**config.mk**
```make
export PLATFORM = sky130hd
export DESIGN_NAME = status_reporter_flat
export DESIGN_NICKNAME = d
export VERILOG_FILES = /design/src/rtl/status_reporter_pkg.sv /design/src/rtl/status_reporter_if.sv /design/src/rtl/status_reporter_nibble_to_ascii.sv /design/src/rtl/status_reporter.sv /design/src/flat_wrapper.sv
export SDC_FILE = /design/constraint.sdc
export NUM_CORES = 1
export LEC_CHECK = 0
export BUFFER_PORTS_ARGS = -buffer_cell sky130_fd_sc_hd__buf_2
export CAP_MARGIN = 40
export CORE_UTILIZATION = 50
export DETAILED_ROUTE_END_ITERATION = 8
export HOLD_SLACK_MARGIN = 0.1
export PLACE_DENSITY_LB_ADDON = 0.25
export SLEW_MARGIN = 15
export SYNTH_ARGS = -nofsm -noshare
export SYNTH_HDL_FRONTEND = slang
export SYNTH_HIERARCHICAL = 1
export SYNTH_SLANG_ARGS = --single-unit
```
**constraint.sdc**
```tcl
create_clock -name clk -period 3.9 [get_ports clk]
set_input_delay 0.585 -clock clk [delete_from_list [all_inputs] [get_ports clk]]
set_output_delay 0.585 -clock clk [all_outputs]
set_load 0.03 [all_outputs]
```
**src/rtl/status_reporter_pkg.sv**
```systemverilog
// Shared constants and state type for the status line transmitter.
package status_reporter_pkg;

    localparam logic [3:0] MSG_LEN  = 4'd14;

    localparam logic [7:0] CH_CR    = 8'h0D;
    localparam logic [7:0] CH_LF    = 8'h0A;
    localparam logic [7:0] CH_QUERY = 8'h3F;
    localparam logic [7:0] CH_M     = 8'h4D;
    localparam logic [7:0] CH_F     = 8'h46;
    localparam logic [7:0] CH_SPACE = 8'h20;
    localparam logic [7:0] CH_ZERO  = 8'h30;

    typedef enum logic [1:0] {
        IDLE,
        SEND,
        GAP
    } state_t;

endpackage

```
**src/rtl/status_reporter_if.sv**
```systemverilog
// Serial byte stream bundle: received bytes in, transmitter byte handshake out.
interface status_reporter_if;

    logic [7:0] rx_data;
    logic       new_rx_data;
    logic [7:0] tx_data;
    logic       new_tx_data;
    logic       tx_busy;

    modport master (
        output rx_data,
        output new_rx_data,
        output tx_busy,
        input  tx_data,
        input  new_tx_data
    );

    modport slave (
        input  rx_data,
        input  new_rx_data,
        input  tx_busy,
        output tx_data,
        output new_tx_data
    );

endinterface

```
**src/rtl/status_reporter_nibble_to_ascii.sv**
```systemverilog
// Combinational conversion of one nibble to its uppercase ASCII hex digit.
module nibble_to_ascii
    import status_reporter_pkg::*;
(
    input  logic [3:0] i_nibble,
    output logic [7:0] o_ascii
);

    // 'A' - 10 = 8'h37, so letters share one adder with the digits.
    assign o_ascii = (i_nibble < 4'd10) ? (CH_ZERO + {4'h0, i_nibble})
                                        : (8'h37   + {4'h0, i_nibble});

endmodule

```
**src/rtl/status_reporter.sv**
```systemverilog
// Sends "M<mode> F<8 hex>\r\n" on a '?' request; STATUS_AUTO_REPORT_EN also reports on any change.
module status_reporter
    import status_reporter_pkg::*;
#(
    parameter int FREQ_W = 32
)
(
    input  logic              clk,
    input  logic              rst_n,
    input  logic [FREQ_W-1:0] i_freq,
    input  logic [1:0]        i_mode,
    status_reporter_if.slave  io_ser,
    output logic              o_busy
);

    state_t            r_state;
    state_t            w_stateNext;
    logic [3:0]        r_index;
    logic [3:0]        w_indexNext;
    logic              r_pending;
    logic              w_pendingNext;
    logic [FREQ_W-1:0] r_snapFreq;
    logic [1:0]        r_snapMode;
    logic              w_load;
    logic              w_issue;
    logic              w_query;
    logic              w_trigger;
    logic [3:0]        w_nibble;
    logic [7:0]        w_hexChar;
    logic [7:0]        w_byte;

    assign w_query = io_ser.new_rx_data && (io_ser.rx_data == CH_QUERY);

`ifdef STATUS_AUTO_REPORT_EN
    logic [FREQ_W-1:0] r_lastFreq;
    logic [1:0]        r_lastMode;

    // Remembers what the host last saw so a drift in either input requests a new line.
    always_ff @(posedge clk) begin
        if (!rst_n) begin
            r_lastFreq <= '0;
            r_lastMode <= 2'd0;
        end else if (w_load) begin
            r_lastFreq <= i_freq;
            r_lastMode <= i_mode;
        end
    end

    assign w_trigger = w_query || (i_freq != r_lastFreq) || (i_mode != r_lastMode);
`else
    assign w_trigger = w_query;
`endif

    always_ff @(posedge clk) begin
        if (!rst_n) begin
            r_state    <= IDLE;
            r_index    <= 4'd0;
            r_pending  <= 1'b0;
            r_snapFreq <= '0;
            r_snapMode <= 2'd0;
        end else begin
            r_state   <= w_stateNext;
            r_index   <= w_indexNext;
            r_pending <= w_pendingNext;
            if (w_load) begin
                r_snapFreq <= i_freq;
                r_snapMode <= i_mode;
            end
        end
    end

    always_comb begin
        w_stateNext   = r_state;
        w_indexNext   = r_index;
        w_pendingNext = r_pending;
        w_load        = 1'b0;
        w_issue       = 1'b0;
        case (r_state)
            IDLE: begin
                if (w_trigger) begin
                    w_load      = 1'b1;
                    w_indexNext = 4'd0;
                    w_stateNext = SEND;
                end
            end
            SEND: begin
                if (w_trigger) begin
                    w_pendingNext = 1'b1;
                end
                if (!io_ser.tx_busy) begin
                    w_issue     = 1'b1;
                    w_indexNext = r_index + 4'd1;
                    w_stateNext = GAP;
                end
            end
            GAP: begin
                // A request landing on the final spacer is folded into the follow-up line.
                if (r_index == MSG_LEN) begin
                    if (r_pending || w_trigger) begin
                        w_load        = 1'b1;
                        w_pendingNext = 1'b0;
                        w_indexNext   = 4'd0;
                        w_stateNext   = SEND;
                    end else begin
                        w_stateNext = IDLE;
                    end
                end else begin
                    if (w_trigger) begin
                        w_pendingNext = 1'b1;
                    end
                    w_stateNext = SEND;
                end
            end
            default: begin
                w_stateNext = IDLE;
            end
        endcase
    end

    // Byte positions 4..11 carry the tuning word, most significant nibble first.
    always_comb begin
        w_nibble = 4'h0;
        case (r_index)
            4'd4:    w_nibble = r_snapFreq[31:28];
            4'd5:    w_nibble = r_snapFreq[27:24];
            4'd6:    w_nibble = r_snapFreq[23:20];
            4'd7:    w_nibble = r_snapFreq[19:16];
            4'd8:    w_nibble = r_snapFreq[15:12];
            4'd9:    w_nibble = r_snapFreq[11:8];
            4'd10:   w_nibble = r_snapFreq[7:4];
            4'd11:   w_nibble = r_snapFreq[3:0];
            default: w_nibble = 4'h0;
        endcase
    end

    nibble_to_ascii u_hex (
        .i_nibble (w_nibble),
        .o_ascii  (w_hexChar)
    );

    always_comb begin
        w_byte = 8'h00;
        case (r_index)
            4'd0:    w_byte = CH_M;
            4'd1:    w_byte = CH_ZERO | {6'b000000, r_snapMode};
            4'd2:    w_byte = CH_SPACE;
            4'd3:    w_byte = CH_F;
            4'd4, 4'd5, 4'd6, 4'd7,
            4'd8, 4'd9, 4'd10, 4'd11:
                     w_byte = w_hexChar;
            4'd12:   w_byte = CH_CR;
            4'd13:   w_byte = CH_LF;
            default: w_byte = 8'h00;
        endcase
    end

    assign io_ser.new_tx_data = w_issue;
    assign io_ser.tx_data     = w_issue ? w_byte : 8'h00;
    assign o_busy             = (r_state != IDLE);

endmodule

```
**src/flat_wrapper.sv**
```systemverilog
// flat-port wrapper written by rule: the top's interface ports become plain ports
module status_reporter_flat import status_reporter_pkg::*;
#(
    parameter int FREQ_W = 32
)
  (clk, rst_n, i_freq, i_mode, o_busy, io_ser_rx_data, io_ser_new_rx_data, io_ser_tx_busy, io_ser_tx_data, io_ser_new_tx_data);
  status_reporter_if io_ser_i ();
  input  logic clk;
  input  logic rst_n;
  input  logic [FREQ_W-1:0] i_freq;
  input  logic [1:0] i_mode;
  output logic o_busy;
  input wire logic [$bits(io_ser_i.rx_data)-1:0] io_ser_rx_data;
  input wire logic [$bits(io_ser_i.new_rx_data)-1:0] io_ser_new_rx_data;
  input wire logic [$bits(io_ser_i.tx_busy)-1:0] io_ser_tx_busy;
  output wire logic [$bits(io_ser_i.tx_data)-1:0] io_ser_tx_data;
  output wire logic [$bits(io_ser_i.new_tx_data)-1:0] io_ser_new_tx_data;
  assign io_ser_i.rx_data = io_ser_rx_data;
  assign io_ser_i.new_rx_data = io_ser_new_rx_data;
  assign io_ser_i.tx_busy = io_ser_tx_busy;
  assign io_ser_tx_data = io_ser_i.tx_data;
  assign io_ser_new_tx_data = io_ser_i.new_tx_data;
  status_reporter #(.FREQ_W(FREQ_W)) u_core (.clk(clk), .rst_n(rst_n), .i_freq(i_freq), .i_mode(i_mode), .io_ser(io_ser_i), .o_busy(o_busy));
endmodule
```
==> out/results.ini, run 1 <==
[power_and_ir_drop]
p_seq_frac=0.516
p_leak_nw=1.07
p_per_area_nw_per_um2=299
ir_drop_mv=0.197
p_total_uw=812
power_frac_comb=0.059
power.switching_uw=178
power.internal_uw=634
swShare=0.219
clock_power_share=0.425

[timing]
period_share=0.901
skew_ps=2.91
hold_violations=0
tightestPinTransition_ps=657
max_freq_mhz=285
grt_setup_unrepaired=false
slew_viol_final=0
max-slew-margin-rel=0.558
setup_violations=0
fin_crit_ps=3510
whs_ps=462
fin_tns_setup_ps=0
worst_slack_ps=387

[status]
status=finished clean

[global_routing]
grt_max_degree=41
grt_pass1_wl_microns=8440
grt_pass1_vias=1920
track_usage=0.214
antenna_found_initial=0
grt_overflow=0

[drt]
vias=2076
drtIter0Drc=102
drt-total-wl_microns=4930
ant_nets=0
drc=0
dr.pass1.iters=6
vias_per_cell=5.46
wire_per_inst_microns=13.0

[clock_network]
cts_max_level=2
cts_max_path_buffers=2
clkTransAtPathRegs_ps=80
post-cts-setup-buffer-count=0
cts_resized=0
tritoncts=yes
cts_buffers=5
clock-root-buffer=clkbuf_8
clk_latency_ps=290
cts.sinks=41
hold_buffers=0

[logic_synthesis]
ys_seq_area_frac=0.346
async_reset_ff_frac=0
avgSynthCellArea_sq_um=8.29
synth_edf_count=0
ys_ff_latch=41
syn-cell-area_sq_um=2370
synthCells=286
synth.top_cell.area_share=0.346
yosysWarnings=6
synth_top_area_cell=dfxtp_1
ys_types=48
synthFlopType=dfxtp_1
synth_area_leaders=dfxtp_1 (35%), mux2i_1 (15%), nand2_1 (13%)
syn-num-nets=337

[setup_path]
rr_endpoint=u_core/r_snapFreq[26]
required_ps=3310
end_kind=output pin
rrSetupSlack_ps=1560
critPathLaunchType=flip-flop
critical_path_arrival_ps=2930
crit_fanout=14
path_class=reg2out
rr_startpoint=u_core/r_index[0]
r2r.worst_path.cells=6

[die]
core.rowCount=24
io_pins=56
die_y_microns=70.9
core_sq_um=4440
die-area_sq_um=5020
start_util=0.534
die_w_microns=70.9

[hold_path]
hp-class=reg2reg
holdPathStages=2
hold_end=u_core/r_snapFreq[0]
hold_start=u_core/r_snapFreq[0]

[cells_and_area]
layout-drive-gt1-share=0.220
diodes=0
final_common_cell=nand2_1
final_cell_mix=nand2_1 (79), buf_2 (54), dfxtp_1 (41)
nNetsFinal=378
final_core_util=0.612
area_growth_pct=14.7

[place]
place_congestion=0.841
numPortBuffers=54
hpwl_microns=3540
pre_cts_ws_ps=774

[flow_run]
drv_cap=0

==> worst max-delay path by stage <==
| stage | cells after the start | slack, ps | end | from |
|---|---|---|---|---|
| global placement | 8 | 890 | io_ser_tx_data[3] | u_core/r_index[0] |
| global route | 9 | 170 | io_ser_tx_data[3] | u_core/r_index[0] |
| CTS | 12 | 410 | io_ser_tx_data[2] | u_core/r_index[0] |
| detailed placement | 11 | 770 | io_ser_tx_data[2] | u_core/r_index[0] |
| finish | 11 | 390 | io_ser_tx_data[2] | u_core/r_index[0] |
| floorplan | 9 | 650 | io_ser_tx_data[3] | u_core/r_index[0] |
==> flip-flops by register name (all words and copies together) (netlist names) <==
register,count
u_core/r_index,4
u_core/r_pending,1
u_core/r_snapFreq,32
u_core/r_snapMode,2
u_core/r_state,2
==> final cells by class <==
| type | count | area (sq um) |
|---|---|---|
| inverter | 6 | 22.5 |
| fill | 405 | 1720 |
| multi-input combinational | 216 | 1390 |
| timing repair buffer | 57 | 305 |
| tap | 52 | 65.1 |
| clock inverter | 3 | 46.3 |
| sequential | 41 | 821 |
| clock buffer | 5 | 68.8 |
==> synthesized netlist by cell type, drive strengths merged, types with 3 or more instances <==
master and n:
ha 5, a22oi 5, nand2 80, buf 8, a22o 8, o22ai 3
clkbuf 15, nand3 4, nand2b 3, nor2 7, dfxtp 41, nor2b 7
inv 6, a21oi 13, a221oi 7, o21ai 9, mux2i 35
==> kinds of logic after synthesis <==
group	Yosys count	synth area share
muxes	36	0.152
AOI/OAI and AO/OA	60	0.181
buffers and inverters	29	0.0723
and+or+nand+nor	113	0.217
other	1	0.00158
DFF	41	0.346
adders and majority gates	5	0.0264
xor gates and xnor gates	1	0.00369
==> metrics by stage <==
stage / instance area (sq um) / std cells
after floorplan: 2370 / 286
after global placement: 2580 / 371
after detailed placement: 2610 / 372
after CTS: 2720 / 380
after global routing: 2720 / 380
final: 2720 / 380
==> power by group through the flow <==
stage | registers (mW) | logic (mW) | clock network [mW]
after floorplan | 0.429 | 0.0223 | 0
after global routing | 0.419 | 0.0543 | 0.372
after CTS | 0.419 | 0.0487 | 0.352
after global placement | 0.429 | 0.0458 | 0
final | 0.419 | 0.0482 | 0.345
after detailed placement | 0.429 | 0.0487 | 0
==> critical path, stage by stage (launching register included) <==
cell and delay (ps):
dfxtp_1 360, inv_1 100, ha_1 460, a22oi_1 170
o221ai_1 450, inv_1 120, ha_1 220, nand2_2 70
mux2_1 330, nand2_1 70, a31oi_1 80, buf_2 190
==> per-layer routing <==
layer,up-vias,track usage,part of all wire
li1,1079,-,-
met1,939,0.272,0.47
met2,51,0.351,0.46
met3,7,0.0470,0.048
met4,0,0.0933,0.020
met5,-,0,0
No activity file was read; power rests on OpenSTA's default activity.
==> inputs of run 2 (changes only) <==
Settings changed: CORE_MARGIN set to 4.
==> out/results.ini, run 2 (same netlist as run 1, synthesis figures left out) <==
[die]
core.rowCount=24  ; unchanged
die_y_microns=76.9  ; +8.5%
die_w_microns=76.9  ; +8.5%
start_util=0.530  ; -0.00358
core_sq_um=4470  ; +0.68%
die-area_sq_um=5910  ; +18%
io_pins=56  ; unchanged

[cells_and_area]
diodes=0  ; unchanged
nNetsFinal=377  ; -0.26%
largest_register_ffs=32  ; unchanged
final_cell_mix=nand2_1 (79), buf_2 (54), dfxtp_1 (41)
reg.largest.list=u_core/r_snapFreq: 32 flops, u_core/r_index: 4 flops
area_growth_pct=13.2
largest-register=u_core/r_snapFreq
final_cell_count_no_fill=379  ; -0.26%
final_common_cell=nand2_1
fillCellCount=407  ; +0.49%
layout-drive-gt1-share=0.217  ; -0.00239
stdcell_area_sq_um=2690  ; -1.2%

[timing]
worst_slack_ps=476  ; +89.5 ps
fin_crit_ps=3420  ; -89.5 ps
max-slew-margin-rel=0.544  ; -0.0143
tightestPinTransition_ps=678  ; +21.2 ps
skew_ps=9.60  ; +6.69 ps
fin_tns_setup_ps=0  ; unchanged
grt_setup_unrepaired=false
hold_violations=0  ; unchanged
setup_violations=0  ; unchanged
period_share=0.878  ; -0.0230
slew_viol_final=0  ; unchanged
max_freq_mhz=292  ; +2.6%

[drt]
drt-total-wl_microns=5060  ; +2.6%
vias_per_cell=5.50  ; +0.70%
drtIter0Drc=96  ; -5.9%
ant_nets=0  ; unchanged
drc=0  ; unchanged
vias=2085  ; +0.43%
dr.pass1.iters=4  ; -2
wire_per_inst_microns=13.3  ; +2.9%

[power_and_ir_drop]
p_total_uw=764  ; -5.9%
p_seq_frac=0.548  ; +0.032
p_per_area_nw_per_um2=285  ; -4.7%
power.internal_uw=601  ; -5.3%
clock_power_share=0.392  ; -0.033
swShare=0.214  ; -0.00536
power.switching_uw=163  ; -8.2%
power_frac_comb=0.059  ; about the same
p_leak_nw=1.06  ; -0.89%
ir_drop_mv=0.232  ; +18%

[global_routing]
grt_pass1_vias=2003  ; +4.3%
antenna_found_initial=0  ; unchanged
grt_overflow=0  ; unchanged
grt_max_degree=41  ; unchanged
track_usage=0.178  ; -0.0361
grt_pass1_wl_microns=8760  ; +3.9%

[setup_path]
r2r.worst_path.cells=6  ; unchanged
crit_chain=inv_1 > ha_1 > a22o_1 > a221oi_1 > o22ai_1 > inv_1 > ha_1 > nand2_2 > mux2_1 > nand2_1 > a31oi_1 > buf_2
required_ps=3310  ; about the same
critPathLaunchType=flip-flop
cp.depth=12  ; +1
crit_slowest_cell=dfxtp_1
path_class=reg2out
rrSetupSlack_ps=1560  ; about the same
rr_startpoint=u_core/r_index[0]
critical_path_arrival_ps=2840  ; -90 ps
path_delay_family=compound AO/OA/AOI/OAI gates
end_kind=output pin
cp.buffers_inverters=3  ; unchanged
crit_fanout=14  ; unchanged
cpPeakStageDelay_ps=420  ; -40 ps
rr_endpoint=u_core/r_snapFreq[28]

[clock_network]
cts_max_path_buffers=2  ; unchanged
cts.sinks=41  ; unchanged
cts_resized=0  ; unchanged
clk_latency_ps=290  ; about the same
cts_buffers=5  ; unchanged
clock-root-buffer=clkbuf_8
clkTransAtPathRegs_ps=80  ; about the same
hold_buffers=0  ; unchanged
cts_max_level=2  ; unchanged
tritoncts=yes
post-cts-setup-buffer-count=0  ; unchanged

[hold_path]
holdPathStages=2  ; unchanged
hold_start=u_core/r_snapMode[0]
hp-class=reg2reg
hold_end=u_core/r_snapMode[0]

[status]
status=finished clean

[place]
numPortBuffers=54  ; unchanged
dp_cells=371  ; -0.27%
place_congestion=0.885  ; +5.2%
hpwl_microns=3740  ; +5.6%
placed_area_sq_um=2580  ; -0.77%
pre_cts_ws_ps=808  ; +34.3 ps

[flow_run]
drv_cap=0  ; unchanged

## run 2: changes by cell type in the layout (fill, tap and decap cells not counted), sizes merged
cell and delta:
bufinv -1, buf -1, clkbuf +2, clkinvlp -1
## run 2: area by class of cell
class,instances,area [sq um],share of cell area
Clock buffer,7,96.3,0.0359
Clock inverter,1,5.00,0.00186
Inverter,6,22.5,0.00838
Multi-Input combinational cell,216,1390,0.518
Sequential cell,41,821,0.306
Tap cell,52,65.1,0.0242
Timing Repair Buffer,56,285,0.106
## run 2: power groups by stage
| stage | Clock (mW) | Combinational, mW | Sequential [mW] |
|---|---|---|---|
| after floorplan | 0 | 0.0223 | 0.429 |
| after global placement | 0 | 0.0455 | 0.429 |
| after detailed placement | 0 | 0.0460 | 0.429 |
| after CTS | 0.310 | 0.0461 | 0.419 |
| after global routing | 0.324 | 0.0529 | 0.419 |
| final | 0.300 | 0.0454 | 0.419 |
## run 2: worst max-delay path by stage
stage                            startpoint  slack [ps]                end
after global routing      u_core/r_index[0]         150  io_ser_tx_data[4]
after detailed placement  u_core/r_index[0]         810  io_ser_tx_data[3]
after floorplan           u_core/r_index[0]         650  io_ser_tx_data[3]
final                     u_core/r_index[0]         480  io_ser_tx_data[2]
after CTS                 u_core/r_index[0]         470  io_ser_tx_data[2]
after global placement    u_core/r_index[0]         880  io_ser_tx_data[3]
## run 2: per-stage QoR
stage / util / hold WS (ps)
after global placement: 0.578 / 447
after detailed placement: 0.578 / 451
after global routing: 0.600 / 479
after CTS: 0.600 / 464
after floorplan: - / 434
final: 0.600 / 465
## run 2: metal layers
layer | GRT usage | routed length (microns) | vias up
li1 | - | - | 1077
met1 | 0.219 | 2370 | 935
met2 | 0.293 | 2280 | 62
met3 | 0.0457 | 266 | 11
met4 | 0.0779 | 145 | 0
met5 | 0 | 0 | -
## run 2: worst register-to-register path: cells and delay by family, from the launching register on
family / cells / cell delay, ps
flops: 1 / 360
mux: 1 / 290
fa+ha+maj: 1 / 430
simple gates: 1 / 290
buf+inv: 2 / 600
compound gates: 1 / 290
